<file path="src/rtl/vga_mem_arbiter_if.sv">
// Bundle of the VGA fetch port, the bus master port, the starve flag and the
// single-port memory port around vga_mem_arbiter.
interface vga_mem_arbiter_if #(
    parameter int ADDR_WIDTH = 12,
    parameter int DATA_WIDTH = 16
);
    logic                  vga_req_i;
    logic [ADDR_WIDTH-1:0] vga_addr_i;
    logic                  vga_rvalid_o;
    logic [DATA_WIDTH-1:0] vga_rdata_o;

    logic                  bus_req_i;
    logic                  bus_we_i;
    logic [ADDR_WIDTH-1:0] bus_addr_i;
    logic [DATA_WIDTH-1:0] bus_wdata_i;
    logic                  bus_gnt_o;
    logic                  bus_rvalid_o;
    logic [DATA_WIDTH-1:0] bus_rdata_o;

    logic                  starve_clr_i;
    logic                  starve_o;

    logic                  mem_en_o;
    logic                  mem_we_o;
    logic [ADDR_WIDTH-1:0] mem_addr_o;
    logic [DATA_WIDTH-1:0] mem_wdata_o;
    logic [DATA_WIDTH-1:0] mem_rdata_i;

    // Arbiter side
    modport slave (
        input  vga_req_i, vga_addr_i,
        input  bus_req_i, bus_we_i, bus_addr_i, bus_wdata_i,
        input  starve_clr_i, mem_rdata_i,
        output vga_rvalid_o, vga_rdata_o,
        output bus_gnt_o, bus_rvalid_o, bus_rdata_o,
        output starve_o,
        output mem_en_o, mem_we_o, mem_addr_o, mem_wdata_o
    );

    // Requester / memory side
    modport master (
        output vga_req_i, vga_addr_i,
        output bus_req_i, bus_we_i, bus_addr_i, bus_wdata_i,
        output starve_clr_i, mem_rdata_i,
        input  vga_rvalid_o, vga_rdata_o,
        input  bus_gnt_o, bus_rvalid_o, bus_rdata_o,
        input  starve_o,
        input  mem_en_o, mem_we_o, mem_addr_o, mem_wdata_o
    );
endinterface

</file>
<file path="src/rtl/vga_mem_arbiter.sv">
// Single-port character/attribute memory arbiter: VGA fetches have strict
// priority, the bus master uses idle slots. A tag shift pipeline matching the
// memory read latency steers each response to its requester, and a saturating
// counter flags sustained bus starvation.
module vga_mem_arbiter #(
    parameter int ADDR_WIDTH   = 12,
    parameter int DATA_WIDTH   = 16,
    parameter int READ_LATENCY = 2,
    parameter int STARVE_LIMIT = 64
) (
    input  logic              clk_i,
    input  logic              arst_i,
    vga_mem_arbiter_if.slave  arb
);

    localparam int CNT_W = $clog2(STARVE_LIMIT + 1);
    localparam logic [CNT_W-1:0] LIMIT_C    = CNT_W'(STARVE_LIMIT);
    localparam logic [CNT_W-1:0] LIMIT_M1_C = CNT_W'(STARVE_LIMIT - 1);

    logic                    gnt;
    logic                    denied;
    logic [READ_LATENCY-1:0] vga_tag;
    logic [READ_LATENCY-1:0] bus_tag;
    logic [CNT_W-1:0]        starve_cnt;
    logic                    starve_q;
    logic                    vga_rvalid;
    logic                    bus_rvalid;

    // Bus is granted only in slots VGA leaves free, never during reset
    always_comb begin
        gnt    = arb.bus_req_i & ~arb.vga_req_i & ~arst_i;
        denied = arb.bus_req_i & ~gnt;
    end

    // Memory port mux: VGA first, then granted bus access, otherwise idle zeros
    always_comb begin
        arb.mem_en_o    = 1'b0;
        arb.mem_we_o    = 1'b0;
        arb.mem_addr_o  = '0;
        arb.mem_wdata_o = '0;
        if (!arst_i && arb.vga_req_i) begin
            arb.mem_en_o   = 1'b1;
            arb.mem_addr_o = arb.vga_addr_i;
        end else if (gnt) begin
            arb.mem_en_o   = 1'b1;
            arb.mem_we_o   = arb.bus_we_i;
            arb.mem_addr_o = arb.bus_addr_i;
            if (arb.bus_we_i) begin
                arb.mem_wdata_o = arb.bus_wdata_i;
            end
        end
    end

    // Read tag shift pipeline; stage READ_LATENCY-1 lines up with mem_rdata_i
    always_ff @(posedge clk_i or posedge arst_i) begin
        if (arst_i) begin
            vga_tag <= '0;
            bus_tag <= '0;
        end else begin
            vga_tag[0] <= arb.vga_req_i;
            bus_tag[0] <= gnt & ~arb.bus_we_i;
            for (int unsigned s = 1; s < READ_LATENCY; s++) begin
                vga_tag[s] <= vga_tag[s-1];
                bus_tag[s] <= bus_tag[s-1];
            end
        end
    end

    // Response steering; data is zeroed whenever its valid is low
    always_comb begin
        vga_rvalid       = vga_tag[READ_LATENCY-1];
        bus_rvalid       = bus_tag[READ_LATENCY-1];
        arb.vga_rvalid_o = vga_rvalid;
        arb.bus_rvalid_o = bus_rvalid;
        arb.vga_rdata_o  = vga_rvalid ? arb.mem_rdata_i : '0;
        arb.bus_rdata_o  = bus_rvalid ? arb.mem_rdata_i : '0;
        arb.bus_gnt_o    = gnt;
        arb.starve_o     = starve_q;
    end

    // Starvation tracking: the flag sets on the edge the count reaches the
    // limit (winning over a simultaneous clear) and holds until cleared
    always_ff @(posedge clk_i or posedge arst_i) begin
        if (arst_i) begin
            starve_cnt <= '0;
            starve_q   <= 1'b0;
        end else begin
            if (denied) begin
                if (starve_cnt != LIMIT_C) begin
                    starve_cnt <= starve_cnt + 1'b1;
                end
            end else begin
                starve_cnt <= '0;
            end

            if (denied && starve_cnt == LIMIT_M1_C) begin
                starve_q <= 1'b1;
            end else if (arb.starve_clr_i) begin
                starve_q <= 1'b0;
            end
        end
    end

endmodule
</file>
<file path="src/flat_wrapper.sv">
// flat-port wrapper written by rule: the top's interface ports become plain ports
module vga_mem_arbiter_flat 
#(
    parameter int ADDR_WIDTH   = 12,
    parameter int DATA_WIDTH   = 16,
    parameter int READ_LATENCY = 2,
    parameter int STARVE_LIMIT = 64
)
  (clk_i, arst_i, arb_vga_req_i, arb_vga_addr_i, arb_bus_req_i, arb_bus_we_i, arb_bus_addr_i, arb_bus_wdata_i, arb_starve_clr_i, arb_mem_rdata_i, arb_vga_rvalid_o, arb_vga_rdata_o, arb_bus_gnt_o, arb_bus_rvalid_o, arb_bus_rdata_o, arb_starve_o, arb_mem_en_o, arb_mem_we_o, arb_mem_addr_o, arb_mem_wdata_o);
  vga_mem_arbiter_if #(.ADDR_WIDTH(ADDR_WIDTH), .DATA_WIDTH(DATA_WIDTH)) arb_i ();
  input  logic clk_i;
  input  logic arst_i;
  input wire logic [$bits(arb_i.vga_req_i)-1:0] arb_vga_req_i;
  input wire logic [$bits(arb_i.vga_addr_i)-1:0] arb_vga_addr_i;
  input wire logic [$bits(arb_i.bus_req_i)-1:0] arb_bus_req_i;
  input wire logic [$bits(arb_i.bus_we_i)-1:0] arb_bus_we_i;
  input wire logic [$bits(arb_i.bus_addr_i)-1:0] arb_bus_addr_i;
  input wire logic [$bits(arb_i.bus_wdata_i)-1:0] arb_bus_wdata_i;
  input wire logic [$bits(arb_i.starve_clr_i)-1:0] arb_starve_clr_i;
  input wire logic [$bits(arb_i.mem_rdata_i)-1:0] arb_mem_rdata_i;
  output wire logic [$bits(arb_i.vga_rvalid_o)-1:0] arb_vga_rvalid_o;
  output wire logic [$bits(arb_i.vga_rdata_o)-1:0] arb_vga_rdata_o;
  output wire logic [$bits(arb_i.bus_gnt_o)-1:0] arb_bus_gnt_o;
  output wire logic [$bits(arb_i.bus_rvalid_o)-1:0] arb_bus_rvalid_o;
  output wire logic [$bits(arb_i.bus_rdata_o)-1:0] arb_bus_rdata_o;
  output wire logic [$bits(arb_i.starve_o)-1:0] arb_starve_o;
  output wire logic [$bits(arb_i.mem_en_o)-1:0] arb_mem_en_o;
  output wire logic [$bits(arb_i.mem_we_o)-1:0] arb_mem_we_o;
  output wire logic [$bits(arb_i.mem_addr_o)-1:0] arb_mem_addr_o;
  output wire logic [$bits(arb_i.mem_wdata_o)-1:0] arb_mem_wdata_o;
  assign arb_i.vga_req_i = arb_vga_req_i;
  assign arb_i.vga_addr_i = arb_vga_addr_i;
  assign arb_i.bus_req_i = arb_bus_req_i;
  assign arb_i.bus_we_i = arb_bus_we_i;
  assign arb_i.bus_addr_i = arb_bus_addr_i;
  assign arb_i.bus_wdata_i = arb_bus_wdata_i;
  assign arb_i.starve_clr_i = arb_starve_clr_i;
  assign arb_i.mem_rdata_i = arb_mem_rdata_i;
  assign arb_vga_rvalid_o = arb_i.vga_rvalid_o;
  assign arb_vga_rdata_o = arb_i.vga_rdata_o;
  assign arb_bus_gnt_o = arb_i.bus_gnt_o;
  assign arb_bus_rvalid_o = arb_i.bus_rvalid_o;
  assign arb_bus_rdata_o = arb_i.bus_rdata_o;
  assign arb_starve_o = arb_i.starve_o;
  assign arb_mem_en_o = arb_i.mem_en_o;
  assign arb_mem_we_o = arb_i.mem_we_o;
  assign arb_mem_addr_o = arb_i.mem_addr_o;
  assign arb_mem_wdata_o = arb_i.mem_wdata_o;
  vga_mem_arbiter #(.ADDR_WIDTH(ADDR_WIDTH), .DATA_WIDTH(DATA_WIDTH), .READ_LATENCY(READ_LATENCY), .STARVE_LIMIT(STARVE_LIMIT)) u_core (.clk_i(clk_i), .arst_i(arst_i), .arb(arb_i));
endmodule
</file>
<file path="config.mk">
export PLATFORM = sky130hd
export DESIGN_NAME = vga_mem_arbiter_flat
export DESIGN_NICKNAME = d
export VERILOG_FILES = /design/src/rtl/vga_mem_arbiter_if.sv /design/src/rtl/vga_mem_arbiter.sv /design/src/flat_wrapper.sv
export SDC_FILE = /design/constraint.sdc
export NUM_CORES = 1
export LEC_CHECK = 0
export BUFFER_PORTS_ARGS = -buffer_cell sky130_fd_sc_hd__buf_2
export CAP_MARGIN = 10
export CORE_MARGIN = 8
export CORE_UTILIZATION = 36
export DETAILED_ROUTE_END_ITERATION = 10
export GPL_TIMING_DRIVEN = 0
export PLACE_DENSITY_LB_ADDON = 0.12
export SYNTH_ARGS = -nofsm -noshare
export SYNTH_HDL_FRONTEND = slang
export SYNTH_SLANG_ARGS = --single-unit
</file>
<file path="constraint.sdc">
create_clock -name clk_i -period 2.75 [get_ports clk_i]
set_input_delay 0.4125 -clock clk_i [delete_from_list [all_inputs] [get_ports clk_i]]
set_output_delay 0.4125 -clock clk_i [all_outputs]
set_load 0.03 [all_outputs]
</file>
* Word level (Yosys, flattened, before mapping)
Cells that the tools add are included.
** Storage, ports and cells
- Latch bits :: 0
- Memories :: 0
- Register bits :: 12
- Logic and storage cells :: 35
- Memory bits (writable) :: 0
- Input bits :: 62
- Memory bits (read-only) :: 0
** Cells by class
- $lt $le $gt $ge :: 0
- Add/sub/neg operators :: 1
- Multiplexer cells :: 15
- Reductions and logical operators :: 4
- Shifts and indexed selects :: 0
- Bitwise operators :: 8
- Eq/ne operators :: 3
- Multiply operators :: 0
- Div/mod/pow operators :: 0
** Operators by type and width (number)
- $mux W16 :: 5
- $mux W12 :: 2
- $mux W7 :: 2
- $add A7 B1 Y7 const B :: 1
- $eq A7 B6 Y1 const B :: 1
- $ne A7 B7 Y1 const B :: 1
- $mux W1 :: 6
- $and A1 B1 Y1 :: 4
- $not A1 Y1 :: 4
- $logic_and A1 B1 Y1 :: 2
- $ne A2 B2 Y1 const B :: 1
- $reduce_bool A2 Y1 :: 1
- $logic_not A1 Y1 :: 1

* Depth between registers and ports, before layout
- Depth in word-level cells :: 7
- Gate-level depth with buffers :: 5

* Least setup slack after synthesis
OpenSTA, ideal clock, no wires.
- Kind :: input port to output port
- From :: input arst_i
- To :: output arb_mem_wdata_o[10]
- Slack :: 0.930 ns
- Stages on the path :: 4
- Data required time :: 2.338 ns
- Buffers on the path :: 2
- Data arrival time :: 1.407 ns
- Cells stage by stage :: buf_4 -> nor3b_4 -> buf_4 -> and3_1
** On the way
- Word-level cells in the longest chain between the ends :: 4
- Elaborated cells between the ends (all ways) :: 6
** RTL lines
- start: declaration :: line flat_wrapper.sv:12 : input logic arst_i;
- $not A1 Y1 :: line vga_mem_arbiter.sv:31 : gnt = arb.bus_req_i & ~arb.vga_req_i & ~arst_i;
- $and A1 B1 Y1 :: line vga_mem_arbiter.sv:31
- net arb_bus_gnt_o :: line flat_wrapper.sv:23 : output wire logic [$bits(arb_i.bus_gnt_o)-1:0] arb_bus_gnt_o;
- $mux W16 :: line vga_mem_arbiter.sv:44 : end else if (gnt) begin
- $mux W16 :: line vga_mem_arbiter.sv:41 : if (!arst_i && arb.vga_req_i) begin
- end: declaration :: line flat_wrapper.sv:30 : output wire logic [$bits(arb_i.mem_wdata_o)-1:0] arb_mem_wdata_o;
The timed path passes the listed nets, and every way through them passes these cells.

* Final worst setup path
- From :: input arb_vga_req_i
- To :: output arb_mem_wdata_o[14]
** On the way
- Word-level cells in the longest chain between the ends :: 5
- Elaborated cells between the ends (all ways) :: 6
** RTL lines
- start: declaration :: line flat_wrapper.sv:13 : input wire logic [$bits(arb_i.vga_req_i)-1:0] arb_vga_req_i;
- $not A1 Y1 :: line vga_mem_arbiter.sv:31
- $and A1 B1 Y1 (2 in series) :: line vga_mem_arbiter.sv:31
- $mux W16 :: line vga_mem_arbiter.sv:44
- $mux W16 (*) :: line vga_mem_arbiter.sv:41
Every way passes the cells marked *; elsewhere a longest branch is shown, timed or not.

==> reports/qor.csv <==
metric,value,unit
Post-synth top cells,"and2_1, and3_1, nor2_1",
sequential cell area,300,um^2
GRT Overall Usage,15.0,%
Slew Limit Fails,0,
switching share of power,36.7,%
fillers,289,
vias per inst,4.82,
crit-path max FO,10,
R2R setup slack,1.41,ns
leading area contributor after synthesis,dfrtp_1,
antenna violations before repair,0,
Pleak,1.12,nW
setup TNS,0,ns
Setup Buffers After CTS,0,
Sink Count,12,
Worst-Margin Slew,0.449,ns
DRT iter0 DRCs,51,
post-synthesis sequential area ratio,27.7,%
Core ar.,2950,um^2
asr flop ratio synth,100,%
register share of total power,34.3,%
clock root cell,clkbuf_4,
critical path type,primary input to primary output,
Synth Warn #,0,
status,"complete, no violations",
crit path cell chain,buf_2 -> buf_6 -> nor3b_4 -> buf_4 -> and3_1 -> buf_2,
layout cell share with drive strength beyond 1,52.6,%
"Remaining Overflow, GRT",0,
Worst Setup SP,arb_vga_req_i,
ys flop type,dfrtp_1,
unrepaired setup endpoints after global routing,no,
critical path capture point,arb_mem_wdata_o[14],
Setup Skew,0.00891,ns
Max VDD drop,0.146,mV
DR WL/cell,13.6,um
"delay-heaviest family, CP",buffers and inverters,
Comb power frac,40.0,%
fmax,0.500,GHz
most frequent cell after synthesis,and2_1,
Resized cells post-CTS,0,
P_sw,0.200,mW
CP Buf/Inv Count,4,
Reg2Reg Depth,4,
n_diodes,0,
max cap viols,0,
"Largest stage delay, worst path",0.35,ns
hold slack,0.288,ns
Syn Nets,200,
IO Pins,128,
Max clock buf depth,2,
# DRC,0,
Layout Area Growth over Synthesis,65.4,%
routability congestion estimate,0.735,
CP max-delay cell,nor3b_4,
final worst path period share,72.7,%
WP depth,6,
DP Worst Slack,0.759,ns
vias in the first global route,1369,
post-synth top area share,27.7,%
"EDFF count, synth",0,
Synth Register Bits,12,
final core utilization,60.6,%
largest net degree at the start of global routing,13,
reg-to-reg critical path startpoint,u_core.starve_cnt[0],
# rows,20,
cell mode on critical path,buf_2,
Startpoint Class,primary input,
final hold violations,0,
Die Y,70.8,um
Total Wirelength,4070,um
routed vias,1441,
Nets,331,
Worst Path Required,2.34,ns
clock-pin slew on the worst setup and hold paths,0.07,ns
DP Wirelength,3460,um
Clk pwr share,25.6,%
First-pass DRT Iterations,4,
area occupied by multi-input gates,713,um^2
CTS Hold Bufs,0,
Worst Hold Class,primary input to register,
port bufs,126,
Die Wd,70.8,um
cts bufs inserted,3,
CTS H-tree lvls,1,
slew margin rel.,70.1,%
r2r endpoint,u_core.starve_cnt[2],
Synth Cell Area,1080,um^2
Mean Syn Cell Area,7.96,um^2
Worst EP arrival,1.59,ns
worst skew pair latency,0.27,ns
DRT antenna net count,0,
setup ws final,0.751,ns
Int Power,0.345,mW
final setup vio count,0,
main area contributors after synthesis,"dfrtp_1, and2_1, and3_1, a22oi_1, nor2_1",
starting density of the core,36.7,%
Mapped Cells,136,
die area,5020,um^2
Tmin final,2.00,ns
CTS tree,done,
Synth cell types,33,
P per Cell Area,305,nW/um^2
global-route wire length before repair,6330,um
CP endpoint kind,primary output,
cell usage in the layout (no fill, tap or decap), drive strengths merged, types with 3 or more instances in the layout:
cell type  netlist  routed
nand3            4       4
dfrtp           12      12
o21ai            4       4
buf              4     130
nor2            16      16
nand2            3       3
inv              5       5
clkbuf           5       9
and3            16      16
and2            33      33
a22oi           12      12
a21oi            3       3
cells by family (layout without fill, tap and decap cells):
group                      Yosys count  after routing  synth area share (%)
AOI/OAI and AO/OA                   23             23                  16.0
and+or+nand+nor                     83             83                  46.0
buffers and inverters               14            144                  6.36
adders and majority gates            2              2                  2.31
xor gates and xnor gates             2              2                  1.62
DFF                                 12             12                  27.7
metal layers:
| metal | GRT usage, % | wire, um | up-vias |
|---|---|---|---|
| met2 | 24.9 | 1840 | 82 |
| li1 | - | - | 728 |
| met5 | 0 | 0 | - |
| met3 | 8.90 | 536 | 2 |
| met4 | 3.46 | 30 | 0 |
| met1 | 15.9 | 1660 | 629 |
how the worst min path moves through the flow:
| stage | from | endpoint | slack [ns] | cells after the start |
|---|---|---|---|---|
| 2_1_floorplan | u_core.bus_tag[0] | u_core.bus_tag[1] | 0.33 | 0 |
| 3_3_place_gp | u_core.vga_tag[0] | u_core.vga_tag[1] | 0.33 | 0 |
| 3_5_place_dp | u_core.bus_tag[0] | u_core.bus_tag[1] | 0.34 | 0 |
| 4_1_cts | arb_vga_req_i | u_core.vga_tag[0] | 0.28 | 1 |
| 5_1_grt | arb_vga_req_i | u_core.vga_tag[0] | 0.28 | 1 |
| 6_report | arb_vga_req_i | u_core.vga_tag[0] | 0.29 | 1 |
sequential cells by signal, summed over array words and instances (netlist names):
| register | count |
|---|---|
| u_core.starve_cnt | 7 |
| u_core.bus_tag | 2 |
| u_core.vga_tag | 2 |
| u_core.arb.starve_o | 1 |
metrics by stage:
stage | power, mW | std cells | instance area [um^2]
final | 0.545 | 299 | 1790
after global routing | 0.577 | 299 | 1790
after CTS | 0.549 | 299 | 1790
after detailed placement | 0.410 | 295 | 1750
after global placement | 0.408 | 295 | 1750
after floorplan | 0.322 | 136 | 1080
cell type report:
cell class,count,share of cell area [%]
multi-input cells,110,39.8
flip-flops and latches,12,16.8
repair buffers,126,35.2
plain buffers,9,2.80
well taps,33,2.31
inverters,5,1.05
clock buffers,4,2.03
power groups by stage:
stage,combinational [mW],sequential [mW],clock (mW)
after global placement,0.218,0.190,0
after detailed placement,0.219,0.191,0
final,0.218,0.187,0.140
after floorplan,0.130,0.191,0
after global routing,0.238,0.188,0.151
after CTS,0.220,0.187,0.143
worst register-to-register path, delay by kind of cell (launching register included):
kind                       cells  cell delay (ns)
AOI/OAI and AO/OA              2             0.55
DFF                            1             0.43
adders and majority gates      1             0.23
buffers and inverters          1             0.08
No activity file was read; power rests on OpenSTA's default activity.
